## config.mk

```make
export PLATFORM = sky130hd
export DESIGN_NAME = dat_phys_wrapper
export DESIGN_NICKNAME = d
export VERILOG_FILES = /design/src/rtl/dat_phys_wrapper.sv
export SDC_FILE = /design/constraint.sdc
export NUM_CORES = 1
export LEC_CHECK = 0
export BUFFER_PORTS_ARGS = -buffer_cell sky130_fd_sc_hd__buf_2
export CAP_MARGIN = 20
export CELL_PAD_IN_SITES_DETAIL_PLACEMENT = 1
export CELL_PAD_IN_SITES_GLOBAL_PLACEMENT = 1
export CORE_MARGIN = 2
export CORE_UTILIZATION = 45
export CTS_CLUSTER_SIZE = 20
export DETAILED_ROUTE_END_ITERATION = 6
export PLACE_DENSITY_LB_ADDON = 0.25
export SYNTH_ARGS = -nofsm -noshare
export SYNTH_HDL_FRONTEND = slang
export SYNTH_SLANG_ARGS = --single-unit
```

## constraint.sdc

```tcl
create_clock -name sd_clock -period 2.7 [get_ports sd_clock]
set_clock_uncertainty 0.1 [all_clocks]
set_input_delay 0.135 -clock sd_clock [delete_from_list [all_inputs] [get_ports sd_clock]]
set_output_delay 0.135 -clock sd_clock [all_outputs]
set_load 0.02 [all_outputs]
```

## src/rtl/dat_phys_wrapper.sv

```systemverilog
// Serial engine for one SD DAT line: start/data/CRC16/end framing on transmit,
// block or CRC-status token capture on receive.
module dat_phys_wrapper #(
  parameter int unsigned DATA_WIDTH = 32,
  parameter int unsigned CRC_WIDTH  = 16,
  parameter logic [2:0]  TOKEN_OK   = 3'b010
) (
  input  logic                  sd_clock,
  input  logic                  reset,
  input  logic                  reset_wrapper,
  input  logic                  enable_pts_wrapper,
  input  logic                  load_send,
  input  logic                  enable_stp_wrapper,
  input  logic                  waiting_response,
  input  logic [DATA_WIDTH-1:0] dataParallel,
  input  logic                  dat_in,
  output logic                  dat_out,
  output logic                  dat_oe,
  output logic                  transmission_complete,
  output logic                  reception_complete,
  output logic [DATA_WIDTH-1:0] dataRead,
  output logic                  crc_error,
  output logic [2:0]            crc_status
);

  localparam int unsigned CNT_W = $clog2(DATA_WIDTH + 1);
  localparam int unsigned TOK_W = 3;

  localparam logic [CRC_WIDTH-1:0] CRC_POLY     = CRC_WIDTH'(16'h1021);
  localparam logic [CNT_W-1:0]     CNT_ONE      = CNT_W'(1);
  localparam logic [CNT_W-1:0]     TX_DATA_LAST = CNT_W'(DATA_WIDTH);
  localparam logic [CNT_W-1:0]     TX_CRC_LAST  = CNT_W'(CRC_WIDTH);
  localparam logic [CNT_W-1:0]     RX_DATA_LAST = CNT_W'(DATA_WIDTH - 1);
  localparam logic [CNT_W-1:0]     RX_CRC_LAST  = CNT_W'(CRC_WIDTH - 1);
  localparam logic [CNT_W-1:0]     TK_LAST      = CNT_W'(TOK_W - 1);

  typedef enum logic [3:0] {
    S_IDLE,
    S_TX_START,
    S_TX_DATA,
    S_TX_CRC,
    S_TX_END,
    S_RX_WAIT,
    S_RX_DATA,
    S_RX_CRC,
    S_RX_END,
    S_TK_WAIT,
    S_TK_BITS,
    S_TK_END
  } state_e;

  state_e                state_q, state_d;
  logic [DATA_WIDTH-1:0] shift_q, shift_d;
  logic [CRC_WIDTH-1:0]  crc_q, crc_d;
  logic [CRC_WIDTH-1:0]  rx_crc_q, rx_crc_d;
  logic [CNT_W-1:0]      cnt_q, cnt_d;
  logic                  load_armed_q, load_armed_d;
  logic                  dat_out_q, dat_out_d;
  logic                  dat_oe_q, dat_oe_d;
  logic                  tx_done_q, tx_done_d;
  logic                  rx_done_q, rx_done_d;
  logic [DATA_WIDTH-1:0] data_read_q, data_read_d;
  logic                  crc_error_q, crc_error_d;
  logic [2:0]            crc_status_q, crc_status_d;

  // One MSB-first step of the x^16+x^12+x^5+1 LFSR.
  function automatic logic [CRC_WIDTH-1:0] crc_step(input logic [CRC_WIDTH-1:0] crc,
                                                    input logic bit_in);
    logic fb;
    fb = crc[CRC_WIDTH-1] ^ bit_in;
    crc_step = {crc[CRC_WIDTH-2:0], 1'b0} ^ (fb ? CRC_POLY : '0);
  endfunction

  // Outputs are computed for the state being entered, so they line up with it.
  always_comb begin
    state_d      = state_q;
    shift_d      = shift_q;
    crc_d        = crc_q;
    rx_crc_d     = rx_crc_q;
    cnt_d        = cnt_q;
    load_armed_d = load_armed_q | ~load_send;
    dat_out_d    = 1'b1;
    dat_oe_d     = 1'b0;
    tx_done_d    = 1'b0;
    rx_done_d    = 1'b0;
    data_read_d  = data_read_q;
    crc_error_d  = crc_error_q;
    crc_status_d = crc_status_q;

    case (state_q)
      S_IDLE: begin
        if (enable_pts_wrapper && load_send && load_armed_q) begin
          state_d      = S_TX_START;
          shift_d      = dataParallel;
          crc_d        = '0;
          cnt_d        = '0;
          load_armed_d = 1'b0;
          dat_out_d    = 1'b0;
          dat_oe_d     = 1'b1;
        end else if (waiting_response) begin
          state_d = S_TK_WAIT;
        end else if (enable_stp_wrapper) begin
          state_d = S_RX_WAIT;
        end
      end

      S_TX_START: begin
        state_d   = S_TX_DATA;
        dat_oe_d  = 1'b1;
        dat_out_d = shift_q[DATA_WIDTH-1];
        shift_d   = shift_q << 1;
        crc_d     = crc_step(crc_q, shift_q[DATA_WIDTH-1]);
        cnt_d     = CNT_ONE;
      end

      S_TX_DATA: begin
        dat_oe_d = 1'b1;
        if (cnt_q == TX_DATA_LAST) begin
          state_d   = S_TX_CRC;
          dat_out_d = crc_q[CRC_WIDTH-1];
          crc_d     = crc_q << 1;
          cnt_d     = CNT_ONE;
        end else begin
          dat_out_d = shift_q[DATA_WIDTH-1];
          shift_d   = shift_q << 1;
          crc_d     = crc_step(crc_q, shift_q[DATA_WIDTH-1]);
          cnt_d     = cnt_q + CNT_ONE;
        end
      end

      S_TX_CRC: begin
        dat_oe_d = 1'b1;
        if (cnt_q == TX_CRC_LAST) begin
          state_d   = S_TX_END;
          tx_done_d = 1'b1;
        end else begin
          dat_out_d = crc_q[CRC_WIDTH-1];
          crc_d     = crc_q << 1;
          cnt_d     = cnt_q + CNT_ONE;
        end
      end

      S_TX_END: begin
        state_d = S_IDLE;
      end

      // Unbounded wait; the controller owns the read timeout.
      S_RX_WAIT: begin
        if (!enable_stp_wrapper) begin
          state_d = S_IDLE;
        end else if (!dat_in) begin
          state_d = S_RX_DATA;
          crc_d   = '0;
          cnt_d   = '0;
        end
      end

      S_RX_DATA: begin
        shift_d = {shift_q[DATA_WIDTH-2:0], dat_in};
        crc_d   = crc_step(crc_q, dat_in);
        cnt_d   = cnt_q + CNT_ONE;
        if (cnt_q == RX_DATA_LAST) begin
          state_d = S_RX_CRC;
          cnt_d   = '0;
        end
      end

      S_RX_CRC: begin
        rx_crc_d = {rx_crc_q[CRC_WIDTH-2:0], dat_in};
        cnt_d    = cnt_q + CNT_ONE;
        if (cnt_q == RX_CRC_LAST) begin
          state_d = S_RX_END;
          cnt_d   = '0;
        end
      end

      S_RX_END: begin
        state_d     = S_IDLE;
        rx_done_d   = 1'b1;
        data_read_d = shift_q;
        crc_error_d = (rx_crc_q != crc_q) || !dat_in;
      end

      S_TK_WAIT: begin
        if (!waiting_response) begin
          state_d = S_IDLE;
        end else if (!dat_in) begin
          state_d = S_TK_BITS;
          cnt_d   = '0;
        end
      end

      S_TK_BITS: begin
        shift_d = {shift_q[DATA_WIDTH-2:0], dat_in};
        cnt_d   = cnt_q + CNT_ONE;
        if (cnt_q == TK_LAST) begin
          state_d = S_TK_END;
          cnt_d   = '0;
        end
      end

      S_TK_END: begin
        state_d      = S_IDLE;
        rx_done_d    = 1'b1;
        crc_status_d = shift_q[2:0];
        crc_error_d  = (shift_q[2:0] != TOKEN_OK) || !dat_in;
      end

      default: begin
        state_d = S_IDLE;
      end
    endcase

    // Controller-driven clear wins over everything, aborting any transfer.
    if (reset_wrapper) begin
      state_d      = S_IDLE;
      shift_d      = '0;
      crc_d        = '0;
      rx_crc_d     = '0;
      cnt_d        = '0;
      load_armed_d = 1'b1;
      dat_out_d    = 1'b1;
      dat_oe_d     = 1'b0;
      tx_done_d    = 1'b0;
      rx_done_d    = 1'b0;
      data_read_d  = '0;
      crc_error_d  = 1'b0;
      crc_status_d = 3'b000;
    end
  end

  always_ff @(posedge sd_clock or negedge reset) begin
    if (!reset) begin
      state_q      <= S_IDLE;
      shift_q      <= '0;
      crc_q        <= '0;
      rx_crc_q     <= '0;
      cnt_q        <= '0;
      load_armed_q <= 1'b1;
      dat_out_q    <= 1'b1;
      dat_oe_q     <= 1'b0;
      tx_done_q    <= 1'b0;
      rx_done_q    <= 1'b0;
      data_read_q  <= '0;
      crc_error_q  <= 1'b0;
      crc_status_q <= 3'b000;
    end else begin
      state_q      <= state_d;
      shift_q      <= shift_d;
      crc_q        <= crc_d;
      rx_crc_q     <= rx_crc_d;
      cnt_q        <= cnt_d;
      load_armed_q <= load_armed_d;
      dat_out_q    <= dat_out_d;
      dat_oe_q     <= dat_oe_d;
      tx_done_q    <= tx_done_d;
      rx_done_q    <= rx_done_d;
      data_read_q  <= data_read_d;
      crc_error_q  <= crc_error_d;
      crc_status_q <= crc_status_d;
    end
  end

  assign dat_out               = dat_out_q;
  assign dat_oe                = dat_oe_q;
  assign transmission_complete = tx_done_q;
  assign reception_complete    = rx_done_q;
  assign dataRead              = data_read_q;
  assign crc_error             = crc_error_q;
  assign crc_status            = crc_status_q;

endmodule

```

=== After elaboration in Yosys (flattened, before gate mapping) ===
Cells that the tools add are included.

* Word-level logic and storage cells: 133
* Latch bits: 0
* Bits in writable memories: 0
* Register bits: 115
* Bits of input ports: 40
* Memories kept: 0
* Bits in read-only memories: 0

* Bitwise logic cells: 6
* Add/subtract/negate cells: 1
* $mul: 0
* Multiplexer cells: 62
* Div/mod/pow operators: 0
* $lt $le $gt $ge: 0
* Reduce and logical (&&, ||, !) cells: 20
* Equality and inequality tests: 31
* Shift operators: 0

{| class="wikitable"
|+ Operator list
! cell !! count
|-
| $mux 32 || 5
|-
| $mux 16 || 8
|-
| $pmux 32 s4 || 1
|-
| $pmux 16 s6 || 1
|-
| $mux 6 || 10
|-
| $pmux 6 s9 || 1
|-
| $mux 4 || 13
|-
| $pmux 4 s9 || 1
|-
| $ne 3x3->1 const B || 11
|-
| $xor 16x13->16 || 2
|-
| $mux 13 || 2
|-
| $eq 4x4->1 const B || 4
|-
| $ne 16x16->1 || 1
|-
| $mux 1 || 15
|-
| $eq 4x3->1 const B || 3
|-
| $eq 6x5->1 const B || 2
|-
| $reduce_and 5->1 || 2
|-
| $reduce_bool 10->1 || 1
|-
| $eq 4x2->1 const B || 2
|-
| $ne 4x4->1 const B || 2
|-
| $reduce_and 8->1 || 1
|-
| $reduce_bool 7->1 || 1
|-
| $add 6x1->6 const B || 1
|-
| $eq 6x2->1 const B || 1
|-
| 21 further kinds || 29
|}

=== Longest topological paths before layout ===
* Depth in word-level cells: 6
* Gate-level depth with buffers: 9
* Depth with buffers taken out: 7

=== Worst setup path before layout ===
No wires, ideal clock.

* Path kind: flip-flop to flip-flop
* From: register cnt_q[0]
* To: register crc_q[10]
* Stages on the path, launching flop included: 9
* Period minus slack after synthesis: 2.348 ns
* Data arrival time: 2.127 ns
* Slack: 0.352 ns
* Path through: dfrtp_1 -> inv_1 -> ha_1 -> or3b_1 -> buf_6 -> o31a_2 -> o311a_4 -> buf_2 -> a22o_1

* Longest elaborated chain between the ends: 4

{| class="wikitable"
|+ Ends and longest elaborated chain
! element !! line !! text
|-
| start: declaration || 56 || <nowiki>logic [CNT_W-1:0] cnt_q, cnt_d;</nowiki>
|-
| start signal: assignment || 252 || <nowiki>cnt_q <= cnt_d;</nowiki>
|-
| $eq 6x6->1 || 118 || <nowiki>if (cnt_q == TX_DATA_LAST) begin</nowiki>
|-
| $mux 16 || 118 ||
|-
| $pmux 16 s6 || 90 || <nowiki>case (state_q)</nowiki>
|-
| $mux 16 || 215 || <nowiki>if (reset_wrapper) begin</nowiki>
|-
| end signal: assignment || 250 || <nowiki>crc_q <= crc_d;</nowiki>
|-
| end: declaration || 54 || <nowiki>logic [CRC_WIDTH-1:0] crc_q, crc_d;</nowiki>
|}

Parallel ways exist; a longest one is shown, timed or not.
A chain may end at the register's enable or synchronous reset.

=== Final worst setup path ===
* From: register cnt_q[0]
* To: register crc_q[5]

The elaborated chain is that of the path after synthesis.

==> summary.md <==
| Metric | Value |
|---|---|
| Endpoint class of the critical path | flip-flop |
| Ys flop type | dfrtp_1 |
| Setup Viol. Count Final | 0 |
| Placed Instance Area | 6570 sq um |
| Final Wtd Congestion | 0.885 |
| Wire length per cell | 20.3 microns |
| Top cell type's share of synthesized area | 47.7% |
| Clock sink total | 115 |
| Vias per cell | 5.87 |
| Ys async rst share | 100% |
| First-pass GRT wire length | 30.2 mm |
| Remaining Overflow, GRT | 0 |
| Netlist Area Pre-Place | 5930 sq um |
| Routed Antenna Nets | 0 |
| WL met1 | 7.80 mm |
| Post-Synthesis Net Count | 657 |
| Worst EP arrival | 2710 ps |
| Row count | 41 |
| Clock buffer depth | 2 |
| RSZ-0062 raised after global routing | no |
| Max Cap Viol | 0 |
| Cells after synthesis | 614 |
| Slew @ Worst Pin | 755 ps |
| Diodes inserted | 0 |
| # H-tree levels | 4 |
| Final layout net count | 768 |
| Tcrit/Tclk final | 94.2% |
| Worst Setup Start Kind | flip-flop |
| Max Clock Freq | 393 MHz |
| Post-CTS setup buffer count | 0 |
| Initial core utilization | 46.6% |
| Commonest cells post-synth | 113 x dfrtp_1, 113 x nand2_1, 57 x a21oi_1, 51 x nor2_1 |
| Root Buffer Master | clkbuf_16 |
| Die area | 14100 sq um |
| Power Density | 1000 nW/um^2 |
| # IOs | 80 |
| Max Used Layer | met4 |
| Worst-path clk slew | 60 ps |
| Largest net degree at the start of global routing | 65 |
| P&R area growth vs syn | 26.2% |
| Yosys cell types | 65 |
| DIE HEIGHT | 119 microns |
| Synth area leaders | dfrtp_1 48%, nand2_1 7.2%, mux2i_1 5.9%, a21oi_1 4.8%, a211oi_1 4.4% |
| Die width | 119 microns |
| Worst-path maximum fanout | 16 |
| Residual DRC count | 0 |
| Hold/Removal Path Class | input port to flip-flop |
| TritonCTS Buffers | 17 |
| Share of cells above drive strength 1 | 22.1% |
| Sequential area share after synthesis | 48.6% |
| Skew-Pair Late Insertion Delay | 430 ps |
| Rel. slew slack | 49.7% |
| Leak | 3.56 nW |
| Met2 wire length | 9.27 mm |
| Routed WL | 18.5 mm |
| Slew Viols, Final | 0 |
| FF+latch count, synth | 115 |
| Final Cell Area | 7480 sq um |
| Total power | 7.48 mW |
| I/O Buffers | 79 |
| Mapped Avg Cell Area | 9.65 sq um |
| Via count | 5342 |
| Setup TNS | 0 ps |
| First DRT Iteration DRCs | 380 |
| CTS tree | done |
| Vias in the first global route | 5611 |
| Cell taking the most area after synthesis | dfrtp_1 |
| Initial antenna violation count | 0 |
| Worst Path Class, Setup | flip-flop to flip-flop |
| Final HPWL DP | 11.5 mm |
| Final hold vios | 0 |
| Worst endpoint required time | 2860 ps |
| Total track usage | 27.5% |
| Number of synthesized flops with an enable pin | 0 |
| Detail Route met3 WL | 947 microns |
| Synth warn | 0 |
| Hold_ws | 4.76 ps |
| Fin crit period | 2540 ps |
| Core area | 12700 sq um |
| Status | complete, no violations |
| Worst vdd ir | 0.572 mV |
| First-pass iteration count of the detailed router | 6 |
==> registers in the layout, summed over array words and instances, names as in the netlist <==
| register | flops |
|---|---|
| crc_error | 1 |
| load_armed_q | 1 |
| cnt_q | 6 |
| rx_crc_q | 16 |
| dat_oe | 1 |
| state_q | 4 |
| shift_q | 32 |
| transmission_complete | 1 |
| crc_q | 16 |
| reception_complete | 1 |
| crc_status | 3 |
| dat_out | 1 |
| dataRead | 32 |
==> placed cells by master, fill, tap and decap left out, types with 3 or more instances in the layout <==
master,instances
a211oi_1,35
a21oi_1,57
a22o_1,14
a311oi_1,4
and3b_1,3
buf_12,5
buf_2,78
buf_4,23
clkbuf_16,17
clkbuf_8,6
dfrtp_1,113
dlygate4sd3_1,29
ha_1,3
inv_1,6
mux2i_1,35
nand2_1,113
nand2b_1,6
nand3_1,10
nand4_1,3
nor2_1,51
nor2b_1,6
nor3_1,6
nor4_1,6
o211ai_1,6
o21ai_0,15
o21bai_1,3
o311ai_0,4
or4_1,3
or4b_2,3
xor2_1,17
==> worst max-delay path, cell delays in order, from the launching register on <==
cell      delay (ps)
dfrtp_1          430
inv_1            110
ha_1             140
or3b_4           450
o31a_2           400
o311a_4          410
o311ai_0         170
o211ai_1         180
==> where the power goes <==
| group | switching (mW) | internal (mW) | total, mW |
|---|---|---|---|
| Clock | 0.814 | 1.50 | 2.32 |
| Combinational | 1.74 | 1.17 | 2.91 |
| Sequential | 0.276 | 1.98 | 2.26 |
| Total | 2.83 | 4.65 | 7.48 |
==> repair_timing <==
item                                    CTS  global route
endpoints found under the setup margin    0             6
gates resized for setup                   0             2
hold endpoints to repair                 78             0
hold buffers                             29             0
==> logic make-up (layout without fill, tap and decap cells) <==
group | count (synthesis) | in the layout | share of synthesized area (%)
AO/OA/AOI/OAI | 168 | 168 | 20.1
XOR/XNOR | 17 | 17 | 2.51
adder cells (fa/ha/maj) | 4 | 4 | 0.802
buffers and inverters | 49 | 173 | 4.65
flip-flops | 115 | 115 | 48.6
multiplexers | 35 | 35 | 5.91
AND/OR/NAND/NOR | 226 | 226 | 17.4
==> final timing paths <==
| kind | start | to | slack [ps] | cells after the start |
|---|---|---|---|---|
| worst max register to register | cnt_q[0]$_DFFE_PN0P_ | crc_q[5]$_DFFE_PN0P_ | 160 | 7 |
| worst max-delay path | cnt_q[0]$_DFFE_PN0P_ | crc_q[5]$_DFFE_PN0P_ | 160 | 7 |
| min in group asynchronous | reset | cnt_q[2]$_DFFE_PN0P_ | 220 | 2 |
| worst min register to register | dataRead[0]$_DFFE_PN0P_ | dataRead[0]$_DFFE_PN0P_ | 420 | 2 |
| max in group asynchronous | reset | rx_crc_q[9]$_DFFE_PN0P_ | 1490 | 3 |
| worst min-delay path | dataParallel[31] | shift_q[31]$_DFFE_PN0P_ | 5 | 3 |
==> cell type report <==
type	instances	area [sq um]
fill	1471	5250
sequential	115	2880
multi-input combinational	450	2790
timing repair buffer	135	953
clock buffer	25	515
tap	172	215
clock inverter	7	95.1
inverter	6	22.5
==> routing by layer <==
metal | vias to the layer above | GRT usage [%]
li1 | 2422 | -
met1 | 2716 | 34.9
met2 | 161 | 45.5
met3 | 43 | 5.94
met4 | 0 | 11.4
met5 | - | 0
==> stage by stage <==
stage,worst slack [ps],cells,utilization [%]
2_1_floorplan,352,614,-
4_1_cts,44.4,910,58.7
3_5_place_dp,119,849,51.6
3_3_place_gp,224,849,51.6
6_report,156,910,58.8
5_1_grt,59.5,910,58.8
(Power assumes the default switching activity.)
